<file path="config.mk">
export PLATFORM = sky130hd
export DESIGN_NAME = uart_tx_sequencer
export DESIGN_NICKNAME = d
export VERILOG_FILES = /design/src/rtl/apb_uart_pkg.sv /design/src/rtl/uart_baud_counter.sv /design/src/rtl/uart_tx_sequencer.sv
export SDC_FILE = /design/constraint.sdc
export NUM_CORES = 1
export LEC_CHECK = 0
export ABC_AREA = 1
export BUFFER_PORTS_ARGS = -buffer_cell sky130_fd_sc_hd__buf_4
export CELL_PAD_IN_SITES_DETAIL_PLACEMENT = 0
export CELL_PAD_IN_SITES_GLOBAL_PLACEMENT = 1
export CORE_MARGIN = 3
export CORE_UTILIZATION = 30
export DETAILED_ROUTE_END_ITERATION = 12
export PLACE_DENSITY = 0.69
export SYNTH_ARGS = -nofsm -noshare
export SYNTH_HDL_FRONTEND = slang
export SYNTH_SLANG_ARGS = --single-unit
</file>
<file path="constraint.sdc">
create_clock -name clk_i -period 1.93 [get_ports clk_i]
set_input_delay 0.0965 -clock clk_i [delete_from_list [all_inputs] [get_ports clk_i]]
set_output_delay 0.0965 -clock clk_i [all_outputs]
set_load 0.01 [all_outputs]
</file>
<file path="src/rtl/apb_uart_pkg.sv">
// Shared APB UART types: register views, TX sequencer state encoding and the frame parity helper.
package apb_uart_pkg;

   localparam int unsigned DATA_BITS     = 8;
   localparam logic [2:0]  LAST_DATA_IDX = 3'(DATA_BITS - 1);

   typedef struct packed {
      logic extra_stop;
      logic parity_type;
      logic parity_en;
   } uart_cfg_t;

   typedef struct packed {
      logic clk_en;
   } uart_ctrl_t;

   typedef enum logic [2:0] {
      IDLE   = 3'd0,
      START  = 3'd1,
      DATA   = 3'd2,
      PARITY = 3'd3,
      STOP   = 3'd4
   } uart_tx_state_e;

   // Even parity is the XOR of the data bits; odd parity is its inverse.
   function automatic logic frame_parity(input logic [7:0] data, input logic odd);
      return (^data) ^ odd;
   endfunction

endpackage

</file>
<file path="src/rtl/uart_baud_counter.sv">
// Bit-period counter for the UART transmitter: counts 0..div_i and flags the last cycle of each bit,
// plus a one-cycle lookahead of that flag so downstream strobes can be registered.
module uart_baud_counter #(
   parameter int unsigned DIV_WIDTH = 32
) (
   input  logic                 clk_i,
   input  logic                 rst_i,
   input  logic                 clear_i,
   input  logic [DIV_WIDTH-1:0] div_i,
   output logic                 bit_end_o,
   output logic                 bit_end_next_o
);

   logic [DIV_WIDTH-1:0] cnt_r;
   logic [DIV_WIDTH-1:0] cnt_next_s;

   // Comparing against div_i itself keeps an all-ones divider from wrapping the counter.
   assign bit_end_o = (cnt_r == div_i);

   // Next count: restart on clear or at the end of a bit, otherwise advance.
   always_comb begin
      cnt_next_s = {DIV_WIDTH{1'b0}};
      if (clear_i || bit_end_o) begin
         cnt_next_s = {DIV_WIDTH{1'b0}};
      end else begin
         cnt_next_s = cnt_r + DIV_WIDTH'(1);
      end
   end

   assign bit_end_next_o = (cnt_next_s == div_i);

   // Bit-period counter register.
   always_ff @(posedge clk_i) begin
      if (rst_i) begin
         cnt_r <= {DIV_WIDTH{1'b0}};
      end else begin
         cnt_r <= cnt_next_s;
      end
   end

endmodule

</file>
<file path="src/rtl/uart_tx_sequencer.sv">
// APB UART transmit sequencer: pops TX FIFO bytes and serialises start, data, parity and stop bits.
// Defining UART_TX_BREAK_EN adds a break_i input that holds the idle line low.
module uart_tx_sequencer
   import apb_uart_pkg::*;
#(
   parameter int unsigned DIV_WIDTH = 32
) (
   input  logic                 clk_i,
   input  logic                 rst_i,
   input  logic                 clk_en_i,
`ifdef UART_TX_BREAK_EN
   input  logic                 break_i,
`endif
   input  logic [DIV_WIDTH-1:0] clk_div_i,
   input  logic                 parity_en_i,
   input  logic                 parity_type_i,
   input  logic                 extra_stop_i,
   input  logic [7:0]           fifo_data_i,
   input  logic                 fifo_valid_i,
   output logic                 fifo_ready_o,
   output logic                 tx_o,
   output logic                 busy_o,
   output logic                 frame_done_o
);

   uart_tx_state_e       state_r;
   uart_tx_state_e       state_next_s;
   logic [2:0]           bit_idx_r;
   logic [2:0]           bit_idx_next_s;
   logic                 stop_idx_r;
   logic                 stop_idx_next_s;
   logic [7:0]           data_r;
   uart_cfg_t            cfg_r;
   logic [DIV_WIDTH-1:0] div_r;
   logic                 tx_r;
   logic                 busy_r;
   logic                 frame_done_r;
   logic                 tx_next_s;
   logic                 busy_next_s;
   logic                 frame_done_next_s;
   logic                 bit_end_s;
   logic                 bit_end_next_s;
   logic                 clear_s;
   logic                 frame_last_s;
   logic                 fifo_ready_s;
   logic                 pop_s;
   logic                 line_break_s;
   logic                 idle_level_s;

`ifdef UART_TX_BREAK_EN
   logic break_r;

   // Previous-cycle break request, so popping resumes one cycle after release.
   always_ff @(posedge clk_i) begin
      if (rst_i) begin
         break_r <= 1'b0;
      end else begin
         break_r <= break_i;
      end
   end

   assign line_break_s = break_i | break_r;
   assign idle_level_s = ~break_i;
`else
   assign line_break_s = 1'b0;
   assign idle_level_s = 1'b1;
`endif

   // Last cycle of the final stop bit: the only mid-frame point where a new byte may be taken.
   assign frame_last_s = (state_r == STOP) && (stop_idx_r == cfg_r.extra_stop) && bit_end_s;
   assign fifo_ready_s = !rst_i && clk_en_i && !line_break_s && ((state_r == IDLE) || frame_last_s);
   assign pop_s        = fifo_valid_i && fifo_ready_s;
   assign clear_s      = (state_r == IDLE) || pop_s;

   uart_baud_counter #(
      .DIV_WIDTH (DIV_WIDTH)
   ) u_baud (
      .clk_i          (clk_i),
      .rst_i          (rst_i),
      .clear_i        (clear_s),
      .div_i          (div_r),
      .bit_end_o      (bit_end_s),
      .bit_end_next_o (bit_end_next_s)
   );

   // Next-state logic, plus the values the registered outputs take in that next state.
   always_comb begin
      state_next_s      = state_r;
      bit_idx_next_s    = bit_idx_r;
      stop_idx_next_s   = stop_idx_r;
      tx_next_s         = 1'b1;
      busy_next_s       = 1'b0;
      frame_done_next_s = 1'b0;
      case (state_r)
         IDLE: begin
            if (pop_s) begin
               state_next_s = START;
            end else begin
               state_next_s = IDLE;
            end
         end
         START: begin
            if (bit_end_s) begin
               state_next_s   = DATA;
               bit_idx_next_s = 3'd0;
            end else begin
               state_next_s = START;
            end
         end
         DATA: begin
            if (bit_end_s && (bit_idx_r == LAST_DATA_IDX)) begin
               stop_idx_next_s = 1'b0;
               if (cfg_r.parity_en) begin
                  state_next_s = PARITY;
               end else begin
                  state_next_s = STOP;
               end
            end else if (bit_end_s) begin
               bit_idx_next_s = bit_idx_r + 3'd1;
            end else begin
               state_next_s = DATA;
            end
         end
         PARITY: begin
            if (bit_end_s) begin
               state_next_s    = STOP;
               stop_idx_next_s = 1'b0;
            end else begin
               state_next_s = PARITY;
            end
         end
         STOP: begin
            if (frame_last_s && pop_s) begin
               state_next_s = START;
            end else if (frame_last_s) begin
               state_next_s = IDLE;
            end else if (bit_end_s) begin
               stop_idx_next_s = 1'b1;
            end else begin
               state_next_s = STOP;
            end
         end
         default: begin
            state_next_s = IDLE;
         end
      endcase

      case (state_next_s)
         IDLE:    tx_next_s = idle_level_s;
         START:   tx_next_s = 1'b0;
         DATA:    tx_next_s = data_r[bit_idx_next_s];
         PARITY:  tx_next_s = frame_parity(data_r, cfg_r.parity_type);
         STOP:    tx_next_s = 1'b1;
         default: tx_next_s = 1'b1;
      endcase

      busy_next_s       = (state_next_s != IDLE);
      frame_done_next_s = (state_next_s == STOP) && (stop_idx_next_s == cfg_r.extra_stop)
                          && bit_end_next_s;
   end

   // State register and registered line outputs.
   always_ff @(posedge clk_i) begin
      if (rst_i) begin
         state_r      <= IDLE;
         bit_idx_r    <= 3'd0;
         stop_idx_r   <= 1'b0;
         tx_r         <= 1'b1;
         busy_r       <= 1'b0;
         frame_done_r <= 1'b0;
      end else begin
         state_r      <= state_next_s;
         bit_idx_r    <= bit_idx_next_s;
         stop_idx_r   <= stop_idx_next_s;
         tx_r         <= tx_next_s;
         busy_r       <= busy_next_s;
         frame_done_r <= frame_done_next_s;
      end
   end

   // Frame registers: snapshot of byte and configuration taken at the pop, so mid-frame writes wait.
   always_ff @(posedge clk_i) begin
      if (rst_i) begin
         data_r <= 8'h00;
         cfg_r  <= uart_cfg_t'(3'b000);
         div_r  <= {DIV_WIDTH{1'b0}};
      end else if (pop_s) begin
         data_r            <= fifo_data_i;
         cfg_r.parity_en   <= parity_en_i;
         cfg_r.parity_type <= parity_type_i;
         cfg_r.extra_stop  <= extra_stop_i;
         div_r             <= clk_div_i;
      end
   end

   assign fifo_ready_o = fifo_ready_s;
   assign tx_o         = tx_r;
   assign busy_o       = busy_r;
   assign frame_done_o = frame_done_r;

endmodule
</file>
==> metrics.md, run 1 <==
| Metric | Value |
|---|---|
| Status | finished, violations left |
| Failing checks | hold timing, setup timing |
| Kind of critical path | reg2reg |
| Primary FF master, synth | dfxtp_1 |
| Met2 Usage GRT | 30.21% |
| Hold wc startpoint | clk_div_i[9] |
| Max Cap Viol | 0 |
| Vias/cell | 4.581 |
| Final Hold Fails | 1 |
| Synthesis Warnings | 0 |
| Vias in the first global route | 5423 |
| Row count | 46 |
| Slew headroom | 63.47% |
| Simple-gate portion of the synthesized area | 38.28% |
| Sequential area share after synthesis | 33.50% |
| Post-synth EDFFs | 0 |
| P_int | 3.275 mW |
| Slew Limit Fails | 0 |
| Clock power frac | 39.7% |
| Adder-cell share of the synthesized area | 0.9852% |
| Comb pwr share | 20.3% |
| Unique masters post-synth | 30 |
| Inst Count DP | 1227 |
| CP startpoint | u_baud.cnt_r[3]$_SDFF_PP0_ |
| Synth area leaders | dfxtp_1 (33%), nand2_1 (18%), nor2_1 (7.9%) |
| Global-route wire length before repair | 27860 um |
| Maximum vdd drop | 0.0004393 V |
| Clock Tree Root | clkbuf_16 |
| Synth Area in Compound Gates | 8.374% |
| Most used routing layer | met2 |
| Core Region | 16230 um2 |
| Boundary pin count | 51 |
| Global Route met1 Usage | 28.64% |
| R2R setup slack | -0.34 ns |
| RR Startpoint | u_baud.cnt_r[3]$_SDFF_PP0_ |
| Cells after Synth | 810 |
| Residual DRC | 0 |
| Reg-to-reg endpoint | tx_o$_SDFF_PP1_ |
| Clk_skew | 0.01242 ns |
| Min-Delay Endpoint | div_r[9]$_SDFFE_PP0P_ |
| Worst R2R Path Depth | 14 |
| WL final | 18470 um |
| Largest family of logic cells by synthesized area | simple AND/OR/NAND/NOR gates |
| All-Layer GR Usage | 19.65% |
| Worst-path clk slew | 0.07 ns |
| CTS tree | done |
| Htree depth | 3 |
| Post-route setup slack | -0.3437 ns |
| Post-synthesis mux area share | 0% |
| 1st-iter DRT viols | 373 |
| Leak | 3.770 nW |
| Dpl ws | -0.4970 ns |
| F_max | 439.8 MHz |
| Minimum clock period | 2.274 ns |
| Die Area | 18530 um2 |
| Final cycle utilization of the critical path | 117.8% |
| Worst Path Arrival | 2.59 ns |
| Synth top area share | 33.50% |
| Clk buf depth | 2 |
| Mapped Nets | 861 |
| Share of cells above drive strength 1 | 42.90% |
| Input/output buffers | 50 |
| P&R area growth vs syn | 67.88% |
| Async S/R FF share, synth | 0% |
| GPL Wtd Cong | 0.8760 |
| Seq pwr share | 40.0% |
| Fraction of power spent switching nets | 28.95% |
| Routed len/inst | 14.36 um |
| Synthesized area per cell | 6.271 um2 |
| Hold Slack | -0.001037 ns |
| Final Non-Filler Cells | 1286 |
| ANT cells | 0 |
| Critical path startpoint category | register |
| Most area-hungry cell type in the Yosys netlist | dfxtp_1 |
| Via count | 5891 |
| TritonCTS Sinks | 85 |
| Count leader, synth | nand2_1 |
| Final setup viols | 50 |
| CP endpoint kind | register |
| #FFs+latches synth | 85 |
| RSZ-0062 raised after global routing | yes |
| Final nets | 1116 |
| Finished Cell Area | 8528 um2 |
| Starting density of the core | 31.30% |
| Die height | 136.1 um |
| Post-synth top cells | nand2_1 (240), nor2_1 (107), dfxtp_1 (85), inv_1 (85), nand3_1 (66) |
| Routing usage on met3 | 2.480% |
| Grt ovf | 0 |
| Critical Path Fanout Max | 3 |
| Final ANT Viol Nets | 0 |
| Min-delay worst type | in2reg |
| Clock latency on the worst-skew pair | 0.36 ns |
| Post-placement cell area | 6993 um2 |
| Critical Path RT | 2.24 ns |
| Pre-Repair DR Iteration Count | 5 |
| Synth Cell Area | 5080 um2 |
| TritonCTS Buffers | 9 |
| Hold Crit Depth | 3 |
| Slew @ Worst Pin | 0.5480 ns |
| Synth Area in XOR/XNOR | 9.655% |
| DP Wirelength | 13350 um |
| Largest net degree at the start of global routing | 30 |
| Initial antenna violation count | 0 |
| Pwr per Cell Area | 540.5 nW/um2 |
| Die width | 136.1 um |
| Psw | 1.334 mW |
==> registers in the layout (all words and copies together) (netlist names) <==
register,cells
data_r,8
stop_idx_r,1
cfg_r,3
u_baud.cnt_r,32
frame_done_o,1
busy_o,1
bit_idx_r,3
tx_o,1
state_r,3
div_r,32
==> metrics by stage <==
stage	power, mW	TNS [ns]	utilization [%]
after global routing	4.801	-14.45	52.54
after global placement	2.534	-12.20	43.09
after CTS	4.523	-10.59	49.20
after floorplan	2.218	0	-
after detailed placement	2.535	-12.18	43.09
final	4.609	-11.16	52.54
==> critical path, stage by stage, from the launching register on <==
cell	delay [ns]
dfxtp_2	0.33
xnor2_2	0.21
nand2_1	0.11
nor2_2	0.12
nand2_2	0.10
nor2_4	0.14
buf_4	0.14
nand4_1	0.16
nand3_1	0.15
nand3_2	0.10
buf_4	0.15
buf_4	0.12
nor3_1	0.22
nand3_1	0.11
nand2_1	0.06
==> cells by family (layout without fill, tap and decap cells) <==
family | Yosys count | after routing
buffers and inverters | 117 | 377
adders and majority gates | 4 | 4
and+or+nand+nor | 463 | 463
DFF | 85 | 85
AOI/OAI and AO/OA | 85 | 85
xor gates and xnor gates | 56 | 56
==> area by class of cell <==
class / count / area (um2)
clock buffer: 9 / 225.2
tap: 216 / 270.3
fill: 1663 / 7702
multi-input combinational: 608 / 3567
clock inverter: 7 / 82.58
timing repair inverter: 2 / 17.52
timing repair buffer: 267 / 2263
inverter: 92 / 357.8
sequential: 85 / 1744
==> per-layer routing <==
layer,vias up,wire length [um]
met5,-,0
met4,0,259
met3,15,805
met2,119,8174
met1,2686,9233
li1,3071,-
==> layout by cell type (no fill, tap or decap), types with 7 or more instances in the layout <==
master         netlist  layout
nand3_1             66      62
o21ai_2              0      20
nand2_2              2      24
nand2_4              0       7
inv_2                7      14
dlygate4sd3_1        0      16
dfxtp_1             85      53
xor2_1              31      28
dfxtp_2              0      31
inv_1               85      77
nand4_1             10      10
nand2_1            240     210
a21oi_1             48      27
nor3_2               2       9
nor3_1              22      12
a21oi_2              0      20
nor2_2               3      20
xnor2_1             25      19
clkbuf_16            0      10
nor2_1             107      80
buf_6                2      15
buf_4                2     224
nor2_4               1      11
==> power groups by stage <==
stage	sequential (mW)	combinational, mW	clock [mW]
after global placement	1.88	0.654	0
final	1.84	0.938	1.83
after global routing	1.85	1.01	1.94
after floorplan	1.88	0.340	0
after detailed placement	1.88	0.656	0
after CTS	1.84	0.813	1.87
==> worst max path at each step <==
stage | end | slack, ns | cells past startpoint
after CTS | frame_done_o$_SDFF_PP0_ | -0.34 | 16
after floorplan | tx_o$_SDFF_PP1_ | 0.002 | 18
after detailed placement | frame_done_o$_SDFF_PP0_ | -0.50 | 16
final | tx_o$_SDFF_PP1_ | -0.34 | 14
after global placement | frame_done_o$_SDFF_PP0_ | -0.48 | 16
after global routing | frame_done_o$_SDFF_PP0_ | -0.44 | 18
==> what timing repair did <==
| item | 4_1_cts | 5_1_grt |
|---|---|---|
| gates resized for setup | 116 | 129 |
| hold endpoints to repair | 16 | 0 |
| setup endpoints to repair | 68 | 77 |
| pin swaps | 17 | 42 |
| hold buffers | 16 | 0 |
| setup buffers | 12 | 10 |
| cloned | 4 | 3 |
No activity file was read; power rests on OpenSTA's default activity.
==> run 2, diff against run 1 <==
--- a/config.mk
+++ b/config.mk
@@ -9,10 +9,11 @@
 export BUFFER_PORTS_ARGS = -buffer_cell sky130_fd_sc_hd__buf_4
 export CELL_PAD_IN_SITES_DETAIL_PLACEMENT = 0
 export CELL_PAD_IN_SITES_GLOBAL_PLACEMENT = 1
-export CORE_MARGIN = 3
+export CORE_MARGIN = 1.5
 export CORE_UTILIZATION = 30
 export DETAILED_ROUTE_END_ITERATION = 12
 export PLACE_DENSITY = 0.69
+export REMOVE_ABC_BUFFERS = 1
 export SYNTH_ARGS = -nofsm -noshare
 export SYNTH_HDL_FRONTEND = slang
 export SYNTH_SLANG_ARGS = --single-unit
==> run 2 against run 1 <==
  * The flow finishes with violations (setup timing)
  * Sequential share of layout area up 1.6 points
  * Global-route usage up 1.1 points
  * Largest cell class unchanged
  * Non-clock buffer count down 35
  * Clock skew down 0.0014 ns
  * Cell count down 2.6%
  * Via count down 1.9%
  * Setup slack better by 0.0015 ns
  * Maximum frequency about the same
==> metrics.md, run 2 (synthesis gave the netlist of run 1 again) <==
| Metric | Value |
|---|---|
| Minimum clock period | 2.272 ns |
| Largest net degree at the start of global routing | 42 |
| Hold_buf cts | 0 |
| Via count | 5777 |
| Core Region | 16580 um2 |
| Slew Limit Fails | 0 |
| CP max stage delay | 0.34 ns |
| Max Cap Viol | 0 |
| Slew @ Worst Pin | 0.5049 ns |
| Worst Path Arrival | 2.56 ns |
| Final Hold Fails | 0 |
| CTS tree | done |
| Final cycle utilization of the critical path | 117.7% |
| Clock Tree Root | clkbuf_16 |
| Failing checks | setup timing |
| Worst path slowest cell | dfxtp_2 |
| Status | finished, violations left |
| Boundary pin count | 51 |
| Final ANT Viol Nets | 0 |
| WL final | 18150 um |
| Row count | 47 |
| Worst-path clk slew | 0.07 ns |
| Share of cells above drive strength 1 | 36.01% |
| Inst Count DP | 1224 |
| Leak | 3.530 nW |
| Final nets | 1079 |
| Critical Path Fanout Max | 3 |
| Clk buf depth | 2 |
| Vias/cell | 4.611 |
| Routed len/inst | 14.48 um |
| Die width | 133.1 um |
| Global-route wire length before repair | 28640 um |
| Input/output buffers | 50 |
| Most frequent cells in the layout | nand2_1 (219), buf_4 (213), nor2_1 (85), inv_1 (76), dfxtp_1 (70) |
| Clk_skew | 0.01098 ns |
| Largest regs | div_r (32), u_baud.cnt_r (32), data_r (8) |
| Post-route setup slack | -0.3423 ns |
| P&R area growth vs syn | 54.83% |
| RSZ-0062 raised after global routing | yes |
| Most common cell after layout, fill and taps aside | nand2_1 |
| Die Area | 17720 um2 |
| CP endpoint kind | register |
| Hold Slack | 0.01808 ns |
| Grt ovf | 0 |
| Slew headroom | 66.34% |
| Die height | 133.1 um |
| All-Layer GR Usage | 20.76% |
| GPL Wtd Cong | 0.9153 |
| Initial antenna violation count | 0 |
| ANT cells | 0 |
| Residual DRC | 0 |
| Vias in the first global route | 5540 |
| DP Wirelength | 13390 um |
| Final Non-Filler Cells | 1253 |
| Critical Path RT | 2.22 ns |
| Pre-Repair DR Iteration Count | 5 |
| Worst path most repeated cell | nor2_1 |
| TritonCTS Sinks | 85 |
| Clock latency on the worst-skew pair | 0.35 ns |
| Pwr per Cell Area | 550.1 nW/um2 |
| Critical path startpoint category | register |
| Crit-path cells | buf_4 > inv_1 > buf_4 > nor3_2 > and3_4 > xor2_1 > nor2_1 > xor2_1 > nor2_1 > nand2_1 > nor2_1 > nand3_1 > nor2_1 |
| 1st-iter DRT viols | 444 |
| F_max | 440.1 MHz |
| Maximum vdd drop | 0.0003808 V |
| Min-delay worst type | in2reg |
| Starting density of the core | 30.63% |
| Htree depth | 3 |
| Final setup viols | 49 |
| TritonCTS Buffers | 9 |
| Kind of critical path | reg2reg |
-- run 2: changes by cell type in the layout (fill, tap and decap cells not counted), moves of 16 or more --
| cell | before | now |
|---|---|---|
| dlygate4sd3_1 | 16 | 0 |
| a21oi_1 | 27 | 47 |
| dfxtp_1 | 53 | 70 |
| dfxtp_2 | 31 | 9 |
| a21oi_2 | 20 | 0 |
| o21ai_0 | 6 | 23 |
| o21ai_2 | 20 | 1 |
-- run 2: cell type report --
type                    instances  area (um2)
fillers                      1771        8718
multi-input cells             608        3333
repair buffers                232        1878
flip-flops and latches         85        1735
inverters                      92       357.8
well taps                     220       275.3
clock buffers                  11       242.7
clock inverters                 5       42.54
-- run 2: critical path: cells and delay by family, from the launching register on --
family	cells	cell delay, ns
xor+xnor	2	0.36
buf+inv	3	0.37
flops	1	0.34
simple gates	8	1.13
-- run 2: final timing paths --
| path | slack [ns] | from | depth (start not counted) | end |
|---|---|---|---|---|
| setup / recovery | -0.34 | u_baud.cnt_r[2]$_SDFF_PP0_ | 13 | frame_done_o$_SDFF_PP0_ |
| hold / removal | 0.02 | fifo_data_i[0] | 3 | data_r[0]$_SDFFE_PP0P_ |
| setup reg to reg | -0.34 | u_baud.cnt_r[2]$_SDFF_PP0_ | 13 | frame_done_o$_SDFF_PP0_ |
| hold reg to reg | 0.47 | cfg_r[0]$_SDFFE_PP0P_ | 2 | cfg_r[0]$_SDFFE_PP0P_ |
-- run 2: repair_timing --
action / CTS / global route
endpoints found under the setup margin: 60 / 70
resized for setup: 77 / 86
setup buffers: 8 / 6
cloned: 1 / 0
pin swaps: 37 / 29
-- run 2: stage by stage --
stage	setup WS, ns	utilization [%]	TNS, ns	area [um2]	power, mW
detailed placement	-0.5957	41.69	-15.07	6914	2.535
global placement	-0.5860	41.69	-14.94	6914	2.533
global route	-0.4873	47.43	-16.61	7865	4.512
finish	-0.3423	47.43	-8.586	7865	4.326
CTS	-0.3235	45.16	-7.639	7488	4.297
floorplan	-0.7156	-	-19.74	4957	2.168
-- run 2: power breakdown --
part           total [mW]  internal, mW  switching, mW
sequential           1.84          1.80         0.0404
combinational       0.776         0.360          0.417
clock                1.71         0.923          0.790
-- run 2: per-layer routing --
metal  global-route usage (%)  up-vias  routed length (um)
li1                         -     2985                   -
met1                    28.65     2666                8806
met2                    34.11      110                8442
met3                    3.006       16                 628
met4                    5.314        0                 268
met5                        0        -                   0
==> run 3, diff against run 2 <==
--- a/config.mk
+++ b/config.mk
@@ -6,13 +6,13 @@
 export NUM_CORES = 1
 export LEC_CHECK = 0
 export ABC_AREA = 1
-export BUFFER_PORTS_ARGS = -buffer_cell sky130_fd_sc_hd__buf_4
+export BUFFER_PORTS_ARGS = -buffer_cell sky130_fd_sc_hd__buf_2
 export CELL_PAD_IN_SITES_DETAIL_PLACEMENT = 0
 export CELL_PAD_IN_SITES_GLOBAL_PLACEMENT = 1
 export CORE_MARGIN = 1.5
-export CORE_UTILIZATION = 30
+export CORE_UTILIZATION = 25
 export DETAILED_ROUTE_END_ITERATION = 12
-export PLACE_DENSITY = 0.69
+export PLACE_DENSITY = 0.61
 export REMOVE_ABC_BUFFERS = 1
 export SYNTH_ARGS = -nofsm -noshare
 export SYNTH_HDL_FRONTEND = slang
==> run 3 against run 2 <==
  * The run still ends with setup timing left
  * Count of clock-buffer cells in the layout down 2
  * First-iteration DRC count down 36%
  * Die area up 20%
  * Critical path type unchanged
==> metrics.md, run 3 (synthesis gave the netlist of run 1 again) <==
| Metric | Value |
|---|---|
| Failing checks | setup timing |
| Hold wc startpoint | clk_div_i[19] |
| Slew Limit Fails | 0 |
| Fraction of power spent switching nets | 29.12% |
| Worst-path clk slew | 0.07 ns |
| Crit path buffers/inverters | 2 |
| Min-delay worst type | in2reg |
| TritonCTS Buffers | 9 |
| Final Non-Filler Cells | 1319 |
| Worst R2R Path Depth | 13 |
| Core Util, Final | 44.57% |
| Leak | 3.831 nW |
| Final Hold Fails | 0 |
| CP max stage delay | 0.40 ns |
| Minimum clock period | 2.210 ns |
| Grt ovf | 0 |
| Global-route wire length before repair | 30620 um |
| Die height | 145.5 um |
| Worst Path Arrival | 2.47 ns |
| Row count | 51 |
| Pre-Repair DR Iteration Count | 5 |
| Via count | 5841 |
| Htree depth | 3 |
| Final setup viols | 48 |
| R2R setup slack | -0.28 ns |
| Clock Tree Root | clkbuf_16 |
| Comb pwr share | 19.8% |
| Most common cell after layout, fill and taps aside | nand2_1 |
| Critical path startpoint category | register |
| Routed len/inst | 15.32 um |
| Die width | 145.5 um |
| Maximum vdd drop | 0.0003996 V |
| Inst Count DP | 1261 |
| CP startpoint | u_baud.cnt_r[0]$_SDFF_PP0_ |
| Boundary pin count | 51 |
| CP top delay family | simple AND/OR/NAND/NOR gates |
| Most frequent cells in the layout | nand2_1 (198), buf_4 (147), nor2_1 (86), inv_1 (75), dfxtp_1 (55) |
| Dpl ws | -0.4906 ns |
| Min-Delay Endpoint | div_r[19]$_SDFFE_PP0P_ |
| DP Wirelength | 14270 um |
| CP endpoint kind | register |
| Residual DRC | 0 |
| Worst path slowest cell | dfxtp_4 |
| Slew headroom | 60.19% |
| Seq pwr share | 38.5% |
| Hold Crit Depth | 3 |
| Die Area | 21180 um2 |
| Max Cap Viol | 0 |
| Clk buf depth | 2 |
| P&R area growth vs syn | 73.00% |
| Slew @ Worst Pin | 0.5972 ns |
| WL final | 20210 um |
| Critical Path Fanout Max | 4 |
| F_max | 452.4 MHz |
| Stages on the worst setup path | 13 |
| CTS tree | done |
| Core Region | 19720 um2 |
| Vias/cell | 4.428 |
| P_int | 3.401 mW |
| Pwr per Cell Area | 546.0 nW/um2 |
| TritonCTS Sinks | 85 |
| RR Startpoint | u_baud.cnt_r[0]$_SDFF_PP0_ |
| Post-route setup slack | -0.2804 ns |
| Vias in the first global route | 5462 |
| Largest net degree at the start of global routing | 40 |
| Final nets | 1100 |
| GPL Wtd Cong | 0.9043 |
| Total power | 4.799 mW |
| Largest regs | div_r (32), u_baud.cnt_r (32), data_r (8) |
| All-Layer GR Usage | 18.88% |
| 1st-iter DRT viols | 283 |
| Psw | 1.398 mW |
| Clock power frac | 41.8% |
| Status | finished, violations left |
| Clock latency on the worst-skew pair | 0.36 ns |
| Final cycle utilization of the critical path | 114.5% |
| Crit-path cells | buf_6 > inv_2 > nor3_4 > nand2_2 > nor2_4 > nand2_1 > xor2_1 > or2_1 > or2_1 > nand3_1 > nor2_1 > nand3_1 > nor2_1 |
| Initial antenna violation count | 0 |
| Reg-to-reg endpoint | frame_done_o$_SDFF_PP0_ |
| Final ANT Viol Nets | 0 |
| Critical Path RT | 2.19 ns |
| Starting density of the core | 25.76% |
| Input/output buffers | 50 |
| Kind of critical path | reg2reg |
| ANT cells | 0 |
| RSZ-0062 raised after global routing | yes |
| Clk_skew | 0.008007 ns |
| Share of cells above drive strength 1 | 44.97% |
[run 3: layout make-up]
cell class	count	area (um2)
sequential	85	1749
timing repair buffer	253	2203
inverter	92	350.3
clock inverter	7	105.1
clock buffer	9	225.2
tap	265	331.6
multi-input combinational	608	3824
fill	2015	10930
[run 3: worst max-delay path by stage]
stage / to / slack [ns]
global route: frame_done_o$_SDFF_PP0_ / -0.42
global placement: frame_done_o$_SDFF_PP0_ / -0.57
CTS: frame_done_o$_SDFF_PP0_ / -0.29
finish: frame_done_o$_SDFF_PP0_ / -0.28
floorplan: tx_o$_SDFF_PP1_ / -0.72
detailed placement: frame_done_o$_SDFF_PP0_ / -0.49
[run 3: routing by layer]
| metal | vias to the layer above | GRT usage [%] | part of all wire [%] |
|---|---|---|---|
| li1 | 3035 | - | - |
| met1 | 2685 | 26.17 | 48 |
| met2 | 102 | 30.74 | 47 |
| met3 | 19 | 2.633 | 3.2 |
| met4 | 0 | 4.745 | 1.3 |
| met5 | - | 0 | 0 |
[run 3: power by group through the flow]
stage | Clock [mW] | Combinational, mW | Sequential (mW)
floorplan | 0 | 0.291 | 1.88
global placement | 0 | 0.624 | 1.88
detailed placement | 0 | 0.622 | 1.88
CTS | 2.05 | 0.823 | 1.84
global route | 2.11 | 1.03 | 1.85
finish | 2.00 | 0.948 | 1.85
[run 3: through the flow]
stage	setup TNS (ns)	hold WS [ns]	area, um2
CTS	-6.811	0.0004226	8061
finish	-7.467	0.0007229	8788
global route	-13.32	0.004266	8788
detailed placement	-10.30	0.3753	6785
global placement	-10.77	0.3701	6785
floorplan	-19.74	0.1656	4957
[run 3: worst min-delay path: cells and delay by family]
kind	cells	cell delay [ns]
AO/OA/AOI/OAI	2	0.14
buffers and inverters	1	0.09
[run 3: what timing repair did]
item                                    in CTS  in global routing
endpoints found under the setup margin      55                 68
pin swaps                                   34                 71
hold buffers                                22                  0
buffers inserted                             7                  3
gates cloned                                10                  0
resized for setup                          143                191
endpoints found under the hold margin       22                  0
